**config.mk**
```make
export PLATFORM = sky130hd
export DESIGN_NAME = conv5x5_gauss
export DESIGN_NICKNAME = d
export VERILOG_FILES = /design/src/rtl/conv5x5_gauss_pkg.sv /design/src/rtl/conv5x5_gauss_row_sum5.sv /design/src/rtl/conv5x5_gauss.sv
export SDC_FILE = /design/constraint.sdc
export NUM_CORES = 1
export LEC_CHECK = 0
export CAP_MARGIN = 20
export CELL_PAD_IN_SITES_DETAIL_PLACEMENT = 1
export CELL_PAD_IN_SITES_GLOBAL_PLACEMENT = 2
export CORE_MARGIN = 3
export CORE_UTILIZATION = 44
export DETAILED_ROUTE_END_ITERATION = 8
export PLACE_DENSITY_LB_ADDON = 0.1
export SLEW_MARGIN = 20
export SYNTH_ARGS = -nofsm -noshare
export SYNTH_HDL_FRONTEND = slang
export SYNTH_SLANG_ARGS = --single-unit
```
**constraint.sdc**
```tcl
create_clock -name clk -period 14.6 [get_ports clk]
set_input_delay 1.46 -clock clk [delete_from_list [all_inputs] [get_ports clk]]
set_output_delay 1.46 -clock clk [all_outputs]
set_load 0.02 [all_outputs]
```
**src/rtl/conv5x5_gauss_pkg.sv**
```systemverilog
// Shared constants and control-flag bundle for the 5x5 Gaussian blur stage.
package conv_pkg;

    localparam int unsigned PIX_W_DEF    = 8;
    localparam int unsigned LATENCY      = 3;
    localparam int unsigned K0           = 1;
    localparam int unsigned K1           = 4;
    localparam int unsigned K2           = 6;
    localparam int unsigned K3           = 4;
    localparam int unsigned K4           = 1;
    localparam int unsigned KERNEL_SHIFT = 8;

    typedef struct packed {
        logic valid;
        logic border;
        logic h_sync;
        logic v_sync;
    } ctrl_t;

endpackage

```
**src/rtl/conv5x5_gauss_row_sum5.sv**
```systemverilog
// 1-4-6-4-1 weighted sum of five IN_W-bit operands using shifts and adds only.
module row_sum5 #(
    parameter int unsigned IN_W  = 8,
    parameter int unsigned OUT_W = IN_W + 4
) (
    input  logic [5*IN_W-1:0] x_i,
    output logic [OUT_W-1:0]  sum_o
);

    logic [OUT_W-1:0] e [5];

    always_comb begin
        for (int unsigned i = 0; i < 5; i++) begin
            e[i] = OUT_W'(x_i[i*IN_W +: IN_W]);
        end
        sum_o = e[0] + (e[1] << 2) + (e[2] << 2) + (e[2] << 1) + (e[3] << 2) + e[4];
    end

endmodule

```
**src/rtl/conv5x5_gauss.sv**
```systemverilog
// 5x5 Gaussian blur, 3-clock latency, left-border passthrough of the center pixel.
// Define CONV5X5_ROUND_EN for round-half-up output; otherwise the output truncates.
module conv5x5_gauss
    import conv_pkg::*;
#(
    parameter int unsigned PIX_W = PIX_W_DEF
) (
    input  logic               clk,
    input  logic               rst,
    input  logic [5*PIX_W-1:0] column_i,
    input  logic               valid_i,
    input  logic               h_sync_i,
    input  logic               v_sync_i,
    output logic [PIX_W-1:0]   pixel_o,
    output logic               valid_o,
    output logic               border_o,
    output logic               h_sync_o,
    output logic               v_sync_o
);

    localparam int unsigned H_W   = PIX_W + 4;
    localparam int unsigned SUM_W = PIX_W + 8;

    logic [PIX_W-1:0] win_q [5][5];
    logic [PIX_W-1:0] win_d [5][5];
    logic [2:0]       col_cnt_q, col_cnt_d;
    ctrl_t            ctrl_q [LATENCY];
    ctrl_t            ctrl_d;

    logic [5*PIX_W-1:0] row_vec [5];
    logic [H_W-1:0]     h_sum [5];
    logic [H_W-1:0]     h_q [5];
    logic [PIX_W-1:0]   center_q;
    logic [5*H_W-1:0]   v_vec;
    logic [SUM_W-1:0]   v_sum, v_rnd;
    logic [PIX_W-1:0]   pixel_q, pixel_d;

    // Line-start clear is applied before the shift so a coincident column lands in slot 0.
    always_comb begin
        win_d     = win_q;
        col_cnt_d = col_cnt_q;
        if (h_sync_i) begin
            win_d     = '{default: '0};
            col_cnt_d = '0;
        end
        if (valid_i) begin
            for (int unsigned r = 0; r < 5; r++) begin
                for (int unsigned c = 4; c >= 1; c--) begin
                    win_d[r][c] = win_d[r][c-1];
                end
                win_d[r][0] = column_i[r*PIX_W +: PIX_W];
            end
            if (col_cnt_d != 3'd5) begin
                col_cnt_d = col_cnt_d + 3'd1;
            end
        end
        ctrl_d.valid  = valid_i;
        ctrl_d.border = valid_i & (col_cnt_d != 3'd5);
        ctrl_d.h_sync = h_sync_i;
        ctrl_d.v_sync = v_sync_i;
    end

    for (genvar r = 0; r < 5; r++) begin : g_hsum
        assign row_vec[r] = {win_q[r][4], win_q[r][3], win_q[r][2], win_q[r][1], win_q[r][0]};
        row_sum5 #(.IN_W(PIX_W)) u_hsum (
            .x_i   (row_vec[r]),
            .sum_o (h_sum[r])
        );
    end

    assign v_vec = {h_q[4], h_q[3], h_q[2], h_q[1], h_q[0]};

    row_sum5 #(.IN_W(H_W)) u_vsum (
        .x_i   (v_vec),
        .sum_o (v_sum)
    );

`ifdef CONV5X5_ROUND_EN
    assign v_rnd = v_sum + SUM_W'(1 << (KERNEL_SHIFT - 1));
`else
    assign v_rnd = v_sum;
`endif

    assign pixel_d = ctrl_q[LATENCY-2].border ? center_q : PIX_W'(v_rnd >> KERNEL_SHIFT);

    always_ff @(posedge clk) begin
        if (rst) begin
            win_q     <= '{default: '0};
            col_cnt_q <= '0;
            ctrl_q    <= '{default: '0};
            h_q       <= '{default: '0};
            center_q  <= '0;
            pixel_q   <= '0;
        end else begin
            win_q     <= win_d;
            col_cnt_q <= col_cnt_d;
            ctrl_q[0] <= ctrl_d;
            for (int unsigned i = 1; i < LATENCY; i++) begin
                ctrl_q[i] <= ctrl_q[i-1];
            end
            h_q       <= h_sum;
            center_q  <= win_q[2][2];
            pixel_q   <= pixel_d;
        end
    end

    assign pixel_o  = pixel_q;
    assign valid_o  = ctrl_q[LATENCY-1].valid;
    assign border_o = ctrl_q[LATENCY-1].border;
    assign h_sync_o = ctrl_q[LATENCY-1].h_sync;
    assign v_sync_o = ctrl_q[LATENCY-1].v_sync;

endmodule

```
==> impl_results.md, run 1 <==
- Mapped cell area: 17020 sq um
- Clock share of power: 48.3%
- Ys async rst share: 0%
- Skew-Pair Late Insertion Delay: 0.54 ns
- Critical Path AT: 5.46 ns
- Avg WL per Cell: 17.25 um
- CORE AREA: 37930 sq um
- Die H: 202.7 um
- Clock tree from TritonCTS: built
- PortBufs: 56
- Vias in the first global route: 12615
- Num CTS Buffers: 36
- Synth-to-Final Area Change: 13.40%
- Fin Clk Skew: 0.01677 ns
- Hold buffers post-CTS: 0
- Hold path depth: 1
- CP max FO: 5
- Final Hold Viols: 0
- Post-synth EDFFs: 0
- Drt drc: 0
- DIE AREA: 41080 sq um
- Global route total overflow: 0
- Slowest stage delay, CP: 0.51 ns
- Maximum VDD drop: 66.90 uV
- Tmin final: 5.063 ns
- Top cell by count, worst path: fa_1
- Detailed Routing Iterations Pass 1: 4
- Internal power contribution: 1.457 mW
- Most frequent cells in the layout: dfxtp_1, nor2_1, inv_1, fa_1, mux2i_1
- Fmax: 0.1975 GHz
- Leakage: 9.021 nW
- Net Sw Frac: 24.07%
- Initial Utilization: 44.88%
- Initial antenna violation count: 0
- DP Cell Count: 2207
- Clk buf depth: 3
- Clk pin slew, worst setup/hold paths: 0.06 ns
- Worst Hold Slack: 0.4426 ns
- Slowest CP cell: fa_1
- Starting DRT DRC Count: 364
- Max_cap viols: 0
- WS Path Type: flop to flop
- Worst R2R Path Depth: 19
- Sinks on Clock Net: 291
- Top_reg_cell synth: dfxtp_1
- Fillers: 4200
- Worst hold path class: flop to flop
- Warnings, synthesis: 0
- Outcome: complete, no violations
- Worst rel slew slack: 29.23%
- Critical Path RT: 15.00 ns
- Hpwl dp: 29.04 mm
- Setup crit start kind: flop
- Reg power frac: 42.9%
- Switching power: 461.7 uW
- Worst path cell trace: ha_1, inv_1, fa_1, nor2b_4, o21ai_2, a21oi_1, o41a_1, xor2_1, fa_1, fa_1, inv_1, fa_1, inv_1, ha_1, a21o_1, nand2b_1, o22a_1, a2111oi_0, nor4_1
- Antenna diodes: 0
- GRT Total Usage: 19.70%
- CTS-repair resized insts: 0
- Commonest non-fill, non-tap cell in the layout: dfxtp_1
- Setup crit end kind: flop
- Largest net degree at the start of global routing: 77
- First-pass GRT wire length: 65.90 mm
- Post-Syn Instances: 1694
- Slew Limit Fails: 0
- Final #Nets: 2061
- Distinct cells, synth: 56
- Root buffer cell: clkbuf_16
- Slew @ Worst Pin: 1.059 ns
- DIE WIDTH: 202.7 um
- Vias per inst: 5.063
- Seq/Total Area, Yosys: 34.22%
- Number of H-tree levels: 2
- Io pins: 57
- Final instance count without filler cells: 2272
- Placer Congestion: 0.7966
- Number of core rows: 71
- Combinational fraction of design power: 8.8%
- Layout cells sized above 1: 4.316%
- Postcts setup bufs: 0
- Setup_tns: 0 ns
- Synth Net Count: 2021
- Fin crit share: 34.68%
- Remaining antenna violation count: 0
- Yosys reg bits: 291
- Unrepaired setup endpoints after global routing: no
- Via count: 11504
- Final Setup Violations: 0
- Routed wire length: 39.19 mm
- PwrDens: 99.39 nW/um^2
- Syn avg cell area: 10.05 sq um
## power groups by stage
stage,sequential (mW),clock [mW],combinational [mW]
floorplan,0.837,0,0.117
global placement,0.840,0,0.166
detailed placement,0.841,0,0.172
CTS,0.823,0.958,0.174
global route,0.825,0.991,0.193
finish,0.823,0.926,0.169
## path summary, 6_finish.rpt
path	startpoint	to	slack [ns]
worst max-delay path	h_q[50]$_SDFF_PP0_	pixel_o[4]$_SDFF_PP0_	9.54
worst min-delay path	ctrl_q[4]$_SDFF_PP0_	v_sync_o$_SDFF_PP0_	0.44
worst max register to register	h_q[50]$_SDFF_PP0_	pixel_o[4]$_SDFF_PP0_	9.54
worst min register to register	ctrl_q[4]$_SDFF_PP0_	v_sync_o$_SDFF_PP0_	0.44
## area by class of cell
class                           count  area [sq um]  area share (%)
Multi-Input combinational cell   1119         10140           52.51
Sequential cell                   291          5826           30.18
Clock buffer                       54          1100           5.697
Inverter                          222         833.3           4.317
Tap cell                          511         639.4           3.312
Timing Repair Buffer               64         623.1           3.228
Clock inverter                     11         146.4          0.7584
## flip-flops by register name, indices dropped and copies added, names as in the netlist
register,flops
ctrl_q,8
col_cnt_q,3
center_q,8
pixel_o,8
h_sync_o,1
row_vec,200
valid_o,1
h_q,60
border_o,1
v_sync_o,1
## metal layers
layer,wire length (um),part of all wire (%),track usage (%),vias up
li1,-,-,-,5646
met1,18520,47,26.48,5722
met2,18860,48,33.75,89
met3,1149,2.9,3.127,47
met4,656,1.7,4.306,0
met5,0,0,0,-
## stage by stage
stage               setup slack [ns]  utilization [%]  power (mW)  area (sq um)
global placement               9.691            47.60       1.007         18060
floorplan                      9.966                -      0.9539         17020
global route                   9.166            50.89       2.009         19300
detailed placement             9.542            47.60       1.013         18060
CTS                            9.522            50.89       1.955         19300
finish                         9.537            50.89       1.919         19300
## Yosys cell counts, drive strengths merged (2+ instances only)
library cell,count,area (sq um)
a2111oi,7,61.31
a211oi,9,67.56
a21o,25,187.7
a21oi,45,225.2
a22o,37,324.1
a22oi,35,262.8
a311oi,2,17.52
and3,7,43.79
buf,22,97.60
clkbuf,40,150.1
dfxtp,291,5826
fa,160,3203
ha,122,1526
inv,222,833.3
mux2,6,67.56
mux2i,132,1321
nand2,37,138.9
nand2b,10,62.56
nand3,6,30.03
nand4,5,31.28
nor2,251,942.2
nor2b,64,407.9
nor3,13,65.06
nor3b,4,30.03
nor4,6,37.54
o2111ai,2,17.52
o211ai,2,15.01
o21a,6,45.04
o21ai,27,138.9
o21bai,7,52.55
o221ai,2,17.52
o22ai,3,18.77
o311ai,2,17.52
o41a,2,22.52
o41ai,5,43.79
or4,2,15.01
xnor2,25,219.0
xor2,38,332.8
## worst max-delay path, delay by kind of cell (launching register included)
family,cells,cell delay (ns)
AO/OA/AOI/OAI,6,1.41
XOR/XNOR,1,0.20
adder cells (fa/ha/maj),6,2.45
buffers and inverters,3,0.15
flip-flops,1,0.31
AND/OR/NAND/NOR,3,0.40
## logic make-up after synthesis
logic type                 synth area share (%)
and+or+nand+nor                           10.92
DFF                                       34.22
buffers and inverters                     6.351
adders and majority gates                 27.78
AOI/OAI and AO/OA                         9.327
muxes                                     8.159
xor gates and xnor gates                  3.241
(Power assumes the default switching activity.)
==> run 2, diff against run 1 <==
--- a/config.mk
+++ b/config.mk
@@ -9,7 +9,7 @@
 export CELL_PAD_IN_SITES_DETAIL_PLACEMENT = 1
 export CELL_PAD_IN_SITES_GLOBAL_PLACEMENT = 2
 export CORE_MARGIN = 3
-export CORE_UTILIZATION = 44
+export CORE_UTILIZATION = 37
 export DETAILED_ROUTE_END_ITERATION = 8
 export PLACE_DENSITY_LB_ADDON = 0.1
 export SLEW_MARGIN = 20
==> constraint.sdc (replaced) <==
create_clock -name clk -period 4.55 [get_ports clk]
set_input_delay 0.455 -clock clk [delete_from_list [all_inputs] [get_ports clk]]
set_output_delay 0.455 -clock clk [all_outputs]
set_load 0.02 [all_outputs]
==> impl_results.md, run 2 (synthesis gave the netlist of run 1 again) <==
- Worst path cell trace: ha_4, inv_2, fa_2, nor2b_4, o21ai_2, a21oi_2, o41a_1, and4b_1, or4_4, fa_1, fa_1, ha_4, ha_4, a21o_1, a21o_1, a21oi_2, nor3_2, a21oi_1, o211ai_1
- Sinks on Clock Net: 291 (unchanged)
- Drt drc: 0 (unchanged)
- Worst path bufs/invs: 1 (-2)
- Net Sw Frac: 24.80% (+0.73 points)
- Initial Utilization: 38.00% (-6.9 points)
- Hold path depth: 2 (+1)
- Hpwl dp: 30.19 mm (+4.0%)
- Levels on crit path: 19 (unchanged)
- Failing checks: setup timing
- PwrDens: 300.3 nW/um^2 (+200%)
- GRT Total Usage: 17.50% (-2.2 points)
- Fmax: 0.2166 GHz (+9.7%)
- Skew-Pair Late Insertion Delay: 0.54 ns (about the same)
- Worst R2R Path Depth: 19 (unchanged)
- Final Setup Violations: 1 (+1)
- Largest net degree at the start of global routing: 132 (+71%)
- Max_cap viols: 0 (unchanged)
- Max reg flops: 200 (unchanged)
- Clock tree from TritonCTS: built
- Placed Area: 18720 sq um (+3.7%)
- Placer Congestion: 0.7874 (-1.2%)
- Outcome: complete, but fails checks
- Num CTS Buffers: 37 (+2.8%)
- Vias per inst: 4.844 (-4.3%)
- Internal power contribution: 4.655 mW (+220%)
- Worst rel slew slack: 46.96% (+18 points)
- Multi-input logic area: 10760 sq um (+6.2%)
- Clock share of power: 47.3% (-1.0 points)
- Io pins: 57 (unchanged)
- Worst hold path class: primary input to flop
- CP max FO: 4 (-1)
- FF/Latch Area: 5843 sq um (+0.30%)
- Detailed Routing Iterations Pass 1: 4 (unchanged)
- Commonest non-fill, non-tap cell in the layout: dfxtp_1
- Clk buf depth: 3 (unchanged)
- Fin crit share: 101.5% (+67 points)
- Final #Nets: 2134 (+3.5%)
- Antenna diodes: 0 (unchanged)
- CORE AREA: 44800 sq um (+18%)
- Combinational fraction of design power: 10.1% (+1.3 points)
- Clk pin slew, worst setup/hold paths: 0.05 ns (about the same)
- Switching power: 1.535 mW (+230%)
- Slew @ Worst Pin: 0.7956 ns (-0.2633 ns)
- Unrepaired setup endpoints after global routing: yes
- Most frequent cells in the layout: dfxtp_1, nor2_1, inv_1, fa_1, mux2i_1
- Leakage: 9.463 nW (+4.9%)
- Fin Clk Skew: 0.01207 ns (-0.004697 ns)
- Setup crit start kind: flop
- Util after Layout: 46.00% (-4.9 points)
- Critical Path RT: 4.95 ns (-10.05 ns)
- PortBufs: 56 (unchanged)
- Slowest CP cell: or4_4
- Root buffer cell: clkbuf_16
- Slowest stage delay, CP: 0.56 ns (+0.05 ns)
- Critical Path AT: 5.02 ns (-0.44 ns)
- Slew Limit Fails: 0 (unchanged)
- Number of H-tree levels: 2 (unchanged)
- CP top delay family: adder cells
- Setup crit end kind: flop
- Routed wire length: 41.68 mm (+6.4%)
- DIE WIDTH: 220.5 um (+8.8%)
- Starting DRT DRC Count: 316 (-13%)
- Maximum VDD drop: 241.6 uV (+260%)
- WS Path Type: flop to flop
- Initial antenna violation count: 0 (unchanged)
- Final worst-path setup slack: -0.06722 ns (-9.604 ns)
- Die H: 220.5 um (+8.8%)
- Tmin final: 4.617 ns (-0.4457 ns)
- Setup_tns: -0.06722 ns (-0.06722 ns)
- Final Hold Viols: 0 (unchanged)
- Reg-to-reg slack, setup: -0.07 ns (-9.60 ns)
- Final instance area: 20610 sq um (+6.8%)
- Remaining antenna violation count: 0 (unchanged)
- Top cell by count, worst path: ha_4
- Synth-to-Final Area Change: 21.07%
- Vias in the first global route: 12851 (+1.9%)
- Layout cells sized above 1: 13.81% (+9.5 points)
- Reg power frac: 42.7% (-0.2 points)
- Fillers: 4957 (+18%)
- Avg WL per Cell: 17.20 um (-0.31%)
- Pwr Total: 6.189 mW (+220%)
- DIE AREA: 48620 sq um (+18%)
- Global route total overflow: 0 (unchanged)
- First-pass GRT wire length: 68.08 mm (+3.3%)
- Via count: 11741 (+2.1%)
- Number of core rows: 77 (+8.5%)
[run 2: changes by cell type in the layout (fill, tap and decap cells not counted), sizes merged]
cell | before | now
bufinv | 3 | 2
buf | 10 | 82
clkinvlp | 2 | 1
clkinv | 4 | 5
inv | 224 | 223
clkbuf | 54 | 55
[run 2: path summary, 6_finish.rpt]
path,from,to
max,h_q[36]$_SDFF_PP0_,pixel_o[7]$_SDFF_PP0_
min reg2reg,ctrl_q[9]$_SDFF_PP0_,ctrl_q[5]$_SDFF_PP0_
max reg2reg,h_q[36]$_SDFF_PP0_,pixel_o[7]$_SDFF_PP0_
min,rst,row_vec[167]$_SDFF_PP0_
[run 2: layout make-up]
type,count,share of cell area (%)
Timing Repair Buffer,136,5.956
Clock inverter,9,0.5100
Inverter,222,4.043
Sequential cell,291,28.35
Tap cell,592,3.594
Multi-Input combinational cell,1119,52.23
Clock buffer,55,5.318
[run 2: repair_timing]
| item | 4_1_cts | 5_1_grt |
|---|---|---|
| resized for setup | 36 | 92 |
| buffers inserted | 2 | 12 |
| pin swaps | 19 | 66 |
| hold buffers | 0 | 0 |
| endpoints found under the setup margin | 10 | 19 |
[run 2: power groups by stage]
stage                     Combinational [mW]  Clock, mW  Sequential, mW
after floorplan                        0.379          0            2.69
after global placement                 0.577          0            2.70
after detailed placement               0.593          0            2.70
after CTS                              0.605       3.05            2.64
after global routing                   0.700       3.15            2.65
final                                  0.623       2.93            2.64
[run 2: metrics by stage]
step	cells	setup WS (ns)	hold slack (ns)
after floorplan	1694	0.02087	0.4138
after global placement	2345	-0.1961	0.4183
after detailed placement	2346	-0.2684	0.4281
after CTS	2412	-0.08660	0.3783
after global routing	2424	-0.2948	0.4102
final	2424	-0.06722	0.4115
[run 2: routing by layer]
metal / global-route usage [%] / vias to the layer above / part of all wire, %
met2: 29.30 / 76 / 47
met1: 24.00 / 5831 / 48
met5: 0 / - / 0
met4: 3.689 / 0 / 1.9
li1: - / 5782 / -
met3: 2.898 / 52 / 2.5
[run 2: worst reg2reg max path, stage by stage, from the launching register on]
cell and delay (ns):
dfxtp_2 0.32, ha_4 0.15, inv_2 0.05, fa_2 0.22
nor2b_4 0.05, o21ai_2 0.13, a21oi_2 0.08, o41a_1 0.36
and4b_1 0.21, or4_4 0.56, fa_1 0.47, fa_1 0.56
ha_4 0.21, ha_4 0.24, a21o_1 0.21, a21o_1 0.20
a21oi_2 0.17, nor3_2 0.05, a21oi_1 0.13, o211ai_1 0.09
